## src/rtl/glitc_intercom_tx_framer.sv

```systemverilog
// glitc_intercom_tx_framer
//   Transmit-side framer for the GLITC intercom link. Payload words are queued
//   in a small FIFO and presented, one word per cycle, as a parallel word to a
//   bank of 4:1 lane serializers. A three-state link FSM (OFF/TRAIN/RUN)
//   selects between an all-ones idle level, a per-lane training nibble and
//   live payload. In RUN an empty FIFO produces an all-zero idle word (command
//   00) and bumps a saturating underrun counter.
//
// Ports
//   sysclk_i    in   1      single clock, rising edge
//   rst_n_i     in   1      asynchronous active-low reset
//   en_i        in   1      link enable (0 forces OFF from any state)
//   train_i     in   1      training request
//   data_i      in   W      payload word (W = 4*NBITS)
//   valid_i     in   1      data_i valid; accepted when ready_o=1
//   ready_o     out  1      FIFO can take a word (never in OFF)
//   oq_o        out  W      registered parallel word, lane i = [4i+3:4i]
//   oce_o       out  NBITS  registered per-lane serializer clock enable
//   state_o     out  2      00 OFF, 01 TRAIN, 10 RUN
//   underrun_o  out  8      saturating count of idle words emitted in RUN
//
// Build option
//   GLITC_INTERCOM_PARITY_EN : when defined, bit W-1 of every RUN word
//   (payload or idle) is replaced by the XOR of bits [W-2:0].
module glitc_intercom_tx_framer #(
  parameter int unsigned      NBITS         = 5,
  parameter int unsigned      FIFO_LOG2     = 2,
  parameter logic [NBITS-1:0] INVERT_MASK   = '0,
  parameter logic [3:0]       TRAIN_PATTERN = 4'b1010,
  parameter int unsigned      TRAIN_MIN     = 16
) (
  input  logic                 sysclk_i,
  input  logic                 rst_n_i,
  input  logic                 en_i,
  input  logic                 train_i,
  input  logic [4*NBITS-1:0]   data_i,
  input  logic                 valid_i,
  output logic                 ready_o,
  output logic [4*NBITS-1:0]   oq_o,
  output logic [NBITS-1:0]     oce_o,
  output logic [1:0]           state_o,
  output logic [7:0]           underrun_o
);

  localparam int unsigned W  = 4 * NBITS;
  localparam int unsigned CW = $clog2(TRAIN_MIN + 2);
  localparam logic [FIFO_LOG2:0] DEPTH_C = {1'b1, {FIFO_LOG2{1'b0}}};

  // Widen the per-lane inversion mask to one bit per output bit.
  function automatic logic [4*NBITS-1:0] expand_mask(input logic [NBITS-1:0] m);
    logic [4*NBITS-1:0] r;
    r = '0;
    for (int i = 0; i < int'(NBITS); i++) begin
      r[4*i +: 4] = {4{m[i]}};
    end
    return r;
  endfunction

  localparam logic [4*NBITS-1:0] INV_W   = expand_mask(INVERT_MASK);
  localparam logic [4*NBITS-1:0] TRAIN_W = {NBITS{TRAIN_PATTERN}};

  typedef enum logic [1:0] {
    ST_OFF   = 2'b00,
    ST_TRAIN = 2'b01,
    ST_RUN   = 2'b10
  } state_t;

  state_t               state_q, state_d;
  logic [CW-1:0]        train_cnt_q, train_cnt_d;
  logic [W-1:0]         oq_q, oq_d;
  logic [NBITS-1:0]     oce_q, oce_d;
  logic [7:0]           underrun_q, underrun_d;
  logic [FIFO_LOG2-1:0] wr_ptr_q, wr_ptr_d, rd_ptr_q, rd_ptr_d;
  logic [FIFO_LOG2:0]   fifo_cnt_q, fifo_cnt_d;
  logic [W-1:0]         mem_q [2**FIFO_LOG2];

  logic                 push, pop, train_done;
  logic [W-1:0]         run_word, pre_word;

  assign ready_o    = (state_q != ST_OFF) && (fifo_cnt_q != DEPTH_C);
  assign push       = valid_i && ready_o;
  // Count includes the TRAIN cycle currently in progress.
  assign train_done = (32'(train_cnt_q) + 32'd1) >= TRAIN_MIN;

  always_comb begin
    state_d     = state_q;
    train_cnt_d = '0;
    case (state_q)
      ST_OFF: begin
        if (en_i) state_d = ST_TRAIN;
      end
      ST_TRAIN: begin
        if (!train_i && train_done) begin
          state_d = ST_RUN;
        end else if (32'(train_cnt_q) < TRAIN_MIN) begin
          train_cnt_d = train_cnt_q + CW'(1);
        end else begin
          train_cnt_d = train_cnt_q;
        end
      end
      ST_RUN: begin
        if (train_i) state_d = ST_TRAIN;
      end
      default: state_d = ST_OFF;
    endcase
    if (!en_i) begin
      state_d     = ST_OFF;
      train_cnt_d = '0;
    end

    // Outputs follow the next state so they change on the transition edge.
    pop      = (state_d == ST_RUN) && (fifo_cnt_q != '0);
    run_word = pop ? mem_q[rd_ptr_q] : '0;
`ifdef GLITC_INTERCOM_PARITY_EN
    run_word[W-1] = ^run_word[W-2:0];
`endif

    underrun_d = underrun_q;
    case (state_d)
      ST_TRAIN: begin
        pre_word = TRAIN_W;
        oce_d    = '1;
      end
      ST_RUN: begin
        pre_word = run_word;
        oce_d    = '1;
        if (!pop && underrun_q != 8'hFF) underrun_d = underrun_q + 8'd1;
      end
      default: begin
        pre_word = '1;
        oce_d    = '0;
      end
    endcase
    oq_d = pre_word ^ INV_W;

    // OFF flushes the queue; a word accepted on the edge into OFF is dropped.
    if (state_d == ST_OFF) begin
      wr_ptr_d   = '0;
      rd_ptr_d   = '0;
      fifo_cnt_d = '0;
    end else begin
      wr_ptr_d   = push ? wr_ptr_q + FIFO_LOG2'(1) : wr_ptr_q;
      rd_ptr_d   = pop  ? rd_ptr_q + FIFO_LOG2'(1) : rd_ptr_q;
      fifo_cnt_d = fifo_cnt_q + (FIFO_LOG2+1)'(push) - (FIFO_LOG2+1)'(pop);
    end
  end

  always_ff @(posedge sysclk_i or negedge rst_n_i) begin
    if (!rst_n_i) begin
      state_q     <= ST_OFF;
      train_cnt_q <= '0;
      oq_q        <= {W{1'b1}} ^ INV_W;
      oce_q       <= '0;
      underrun_q  <= '0;
      wr_ptr_q    <= '0;
      rd_ptr_q    <= '0;
      fifo_cnt_q  <= '0;
    end else begin
      state_q     <= state_d;
      train_cnt_q <= train_cnt_d;
      oq_q        <= oq_d;
      oce_q       <= oce_d;
      underrun_q  <= underrun_d;
      wr_ptr_q    <= wr_ptr_d;
      rd_ptr_q    <= rd_ptr_d;
      fifo_cnt_q  <= fifo_cnt_d;
    end
  end

  // Storage needs no reset: occupancy is tracked by the pointers and count.
  always_ff @(posedge sysclk_i) begin
    if (push) mem_q[wr_ptr_q] <= data_i;
  end

  assign oq_o       = oq_q;
  assign oce_o      = oce_q;
  assign state_o    = state_q;
  assign underrun_o = underrun_q;

endmodule

```

## config.mk

```make
export PLATFORM = sky130hd
export DESIGN_NAME = glitc_intercom_tx_framer
export DESIGN_NICKNAME = d
export VERILOG_FILES = /design/src/rtl/glitc_intercom_tx_framer.sv
export SDC_FILE = /design/constraint.sdc
export NUM_CORES = 1
export LEC_CHECK = 0
export ABC_AREA = 1
export CAP_MARGIN = 20
export CORE_MARGIN = 4
export CORE_UTILIZATION = 49
export DETAILED_ROUTE_END_ITERATION = 12
export GPL_ROUTABILITY_DRIVEN = 0
export HOLD_SLACK_MARGIN = 0.1
export PLACE_DENSITY = 0.74
export SLEW_MARGIN = 20
export SYNTH_ARGS = -nofsm -noshare
export SYNTH_HDL_FRONTEND = slang
export SYNTH_SLANG_ARGS = --single-unit
```

## constraint.sdc

```tcl
create_clock -name sysclk_i -period 2.7 [get_ports sysclk_i]
set_clock_uncertainty 0.15 [all_clocks]
set_input_delay 0.54 -clock sysclk_i [delete_from_list [all_inputs] [get_ports sysclk_i]]
set_output_delay 0.54 -clock sysclk_i [all_outputs]
set_load 0.02 [all_outputs]
```

==> impl_metrics.yaml <==
synth:
  syn-cell-area_um2: 5070
  synth_area_per_cell_um2: 11.2
  syn_inst: 451
  ys_ff_latch: 123
  synth.distinct_cells: 27
  synth.yosys.seq_area_share: 0.691
  synth_nets: 488
  synth_warnings: 0
min_path:
  worstHoldStart: "underrun_o[5]"
  whs_endpoint: "underrun_o[5]"
  hold_path_depth: 2
  hold_path_class: "flip-flop to flip-flop"
worst_setup_path:
  reg2reg_to: "fifo_cnt_q[1]"
  crit_chain: "ha_2 > nand3_2 > nor2_1 > nand2_1 > nand3_1 > nand2_1 > nand2_2 > inv_2 > ha_4 > nand2_4 > inv_4 > ha_4 > inv_2 > ha_4 > inv_2 > fa_2 > nor2_1"
  crit_required_ns: 2.95
  crit_type: "flip-flop to flip-flop"
  crit_family: "adder cells"
  cp.buffers_inverters: 4
  critPathSlowestCell: "fa_2"
  worstPathMaxFanout: 3
  crit_path_max_incr_delay_ns: 0.51
  r2r_start: "train_cnt_q[0]"
  cp-end-kind: "flip-flop"
  r2r_slack_ns: 0.07
  reg2regPathDepth: 17
  startpoint_type: "flip-flop"
  worstPathArrival_ns: 2.89
placed_design:
  pre_cts_ws_ns: -0.280
  hpwl_mm: 6.25
  placed_area_um2: 5940
  dp.cells: 638
  port_buffers: 60
status:
  status: "finished, final reports clean"
floorplan:
  die_h_um: 110
  core-area_um2: 9910
  start_util: 0.512
  fp.dieArea_um2: 12000
  row_count: 36
  die_w_um: 110
  ios: 61
global_route:
  track_usage: 0.192
  antenna_found_initial: 0
  gr-total-overflow: 0
  grt_pass1_wl_mm: 16.8
  grt_pass1_vias: 3481
  grt_max_degree: 42
cells_and_area:
  fill_cells: 702
  post-route-util: 0.674
  antenna_cells: 0
  area_delta_synth_final_pct: 31.8
  instances_no_fill: 680
  finalNetCount: 571
  fin_area_um2: 6680
  drive_gt1_frac: 0.185
clock_network:
  clk_latency_ns: 0.51
  cts_buffers: 17
  cts_sinks: 123
  clockBufferDepth: 2
  path_clk_slew_ns: 0.06
  h-tree-depth: 4
  cts_tree: "done"
  cts_root_buf: "clkbuf_8"
drt:
  wl_per_cell_um: 16.0
  drt_iter0_markers: 220
  antenna_left: 0
  first_pass_iters: 5
  route.detailed.drc: 0
  detail_route.vias_per_cell: 5.15
  drt-total-wl_mm: 10.9
  dr_total_vias: 3503
power:
  powerDensity_nw_per_um2: 717
  vdd_drop_max_uv: 619
  total_leakage_power_uw: 0.00267
  total_power_uw: 4790
timing:
  period_minus_slack_ns: 2.63
  fin_crit_sh: 0.975
  hold_viol: 0
  setup_viol: 0
  fmax_mhz: 380
  rsz0062_at_grt: "yes"
  worst_slack_ns: 0.0662
  slew_violations: 0
  tightest_slew_ns: 0.862
  timing.max_slew.rel_slack: 0.425
job:
  maxCapViolations: 0
==> cells by family after synthesis <==
group                      after synthesis  synth area share
xor gates and xnor gates                10            0.0173
AOI/OAI and AO/OA                       15            0.0180
and+or+nand+nor                        238             0.199
adders and majority gates               12            0.0311
buffers and inverters                   53            0.0442
DFF                                    123             0.691
==> synth_stat cells <==
cell,instances,share of area
nand2_2,2,0.0025
ha_1,11,0.027
o21a_1,1,0.0015
inv_1,32,0.024
nand2_1,136,0.10
clkbuf_1,7,0.0052
nor2_1,20,0.015
dfstp_2,20,0.10
nand3_1,73,0.072
or2_2,1,0.0012
dfrtp_1,23,0.11
fa_1,1,0.0039
a21boi_0,1,0.0015
xor2_1,8,0.014
buf_2,8,0.0079
buf_4,4,0.0059
buf_1,1,0.00074
a21oi_1,3,0.0030
o21ai_1,1,0.00099
clkinv_1,1,0.00074
o21ai_0,8,0.0079
o21ai_4,1,0.0032
edfxtp_1,80,0.47
nor2_2,1,0.0012
nand4_1,4,0.0049
xnor2_1,2,0.0035
and2_1,1,0.0012
==> cell usage in the layout, fill, tap and decap left out, types with 2 or more instances in the layout <==
cell	count
edfxtp_1	80
clkbuf_16	17
nor2_2	5
buf_4	19
xnor2_1	2
nand2_1	130
a21oi_1	2
ha_4	3
dfrtp_1	23
buf_12	4
nand2_2	7
o21ai_1	2
inv_6	4
nand3_1	72
nand4_1	4
clkbuf_8	4
clkdlybuf4s50_1	59
clkinv_1	2
inv_2	3
inv_1	28
bufinv_16	3
xor2_1	8
ha_1	7
nor2_1	16
clkinvlp_4	2
o21ai_0	7
dfstp_2	20
==> where the power goes <==
| group | leakage, µW | total, µW | switching, µW | internal (µW) |
|---|---|---|---|---|
| clock | 0.000305 | 2370 | 826 | 1550 |
| combinational | 0.00112 | 290 | 166 | 124 |
| sequential | 0.00124 | 2130 | 26.0 | 2100 |
| total | 0.00267 | 4790 | 1020 | 3770 |
==> worst min-delay path, cell delays in order, from the launching register on <==
cell and delay, ns:
dfrtp_1 0.38, nand2_1 0.06, nand2_1 0.05
==> per-layer routing <==
layer  share of wire  up-vias  track usage  routed length (µm)
met5               0        -            0                   0
met4           0.012        0       0.0712                 125
met3           0.053       13       0.0587                 579
met2            0.53      102        0.337                5800
met1            0.40     1716        0.219                4360
li1                -     1672            -                   -
==> registers in the layout, indices dropped and copies added (netlist names) <==
name,flops
fifo_cnt_q,3
mem_q,80
oce_o,1
oq_o,20
rd_ptr_q,2
state_o,2
train_cnt_q,5
underrun_o,8
wr_ptr_q,2
==> per-stage QoR <==
stage               setup TNS (ns)  hold slack [ns]
detailed placement          -0.512            0.374
global placement            -0.379            0.371
global route               -0.0996            0.417
CTS                              0            0.388
floorplan                 -0.00649           0.0944
finish                           0            0.383
==> repair_timing <==
| action | in CTS | in global routing |
|---|---|---|
| endpoints found under the hold margin | 23 | 0 |
| gates resized for setup | 2 | 6 |
| hold buffers | 1 | 0 |
| setup buffers | 4 | 5 |
| pin swaps | 3 | 5 |
| endpoints found under the setup margin | 2 | 2 |
==> area by class of cell <==
class	instances	area (µm²)	share of cell area
clock buffer	21	480	0.0719
clock inverter	11	153	0.0228
inverter	33	126	0.0189
multi-input combinational	275	1430	0.213
sequential	123	3500	0.524
tap	133	166	0.0249
timing repair buffer	84	828	0.124
==> worst max path at each step <==
stage,startpoint,to,slack [ns],cells after the start
2_1_floorplan,train_cnt_q[0],fifo_cnt_q[1],-0.006,17
4_1_cts,train_cnt_q[1],fifo_cnt_q[1],0.008,17
6_report,train_cnt_q[0],fifo_cnt_q[1],0.07,17
5_1_grt,train_cnt_q[0],fifo_cnt_q[1],-0.05,17
3_3_place_gp,train_i,fifo_cnt_q[1],-0.21,15
3_5_place_dp,train_i,fifo_cnt_q[1],-0.28,15
Power figures use the tool's default switching activity.
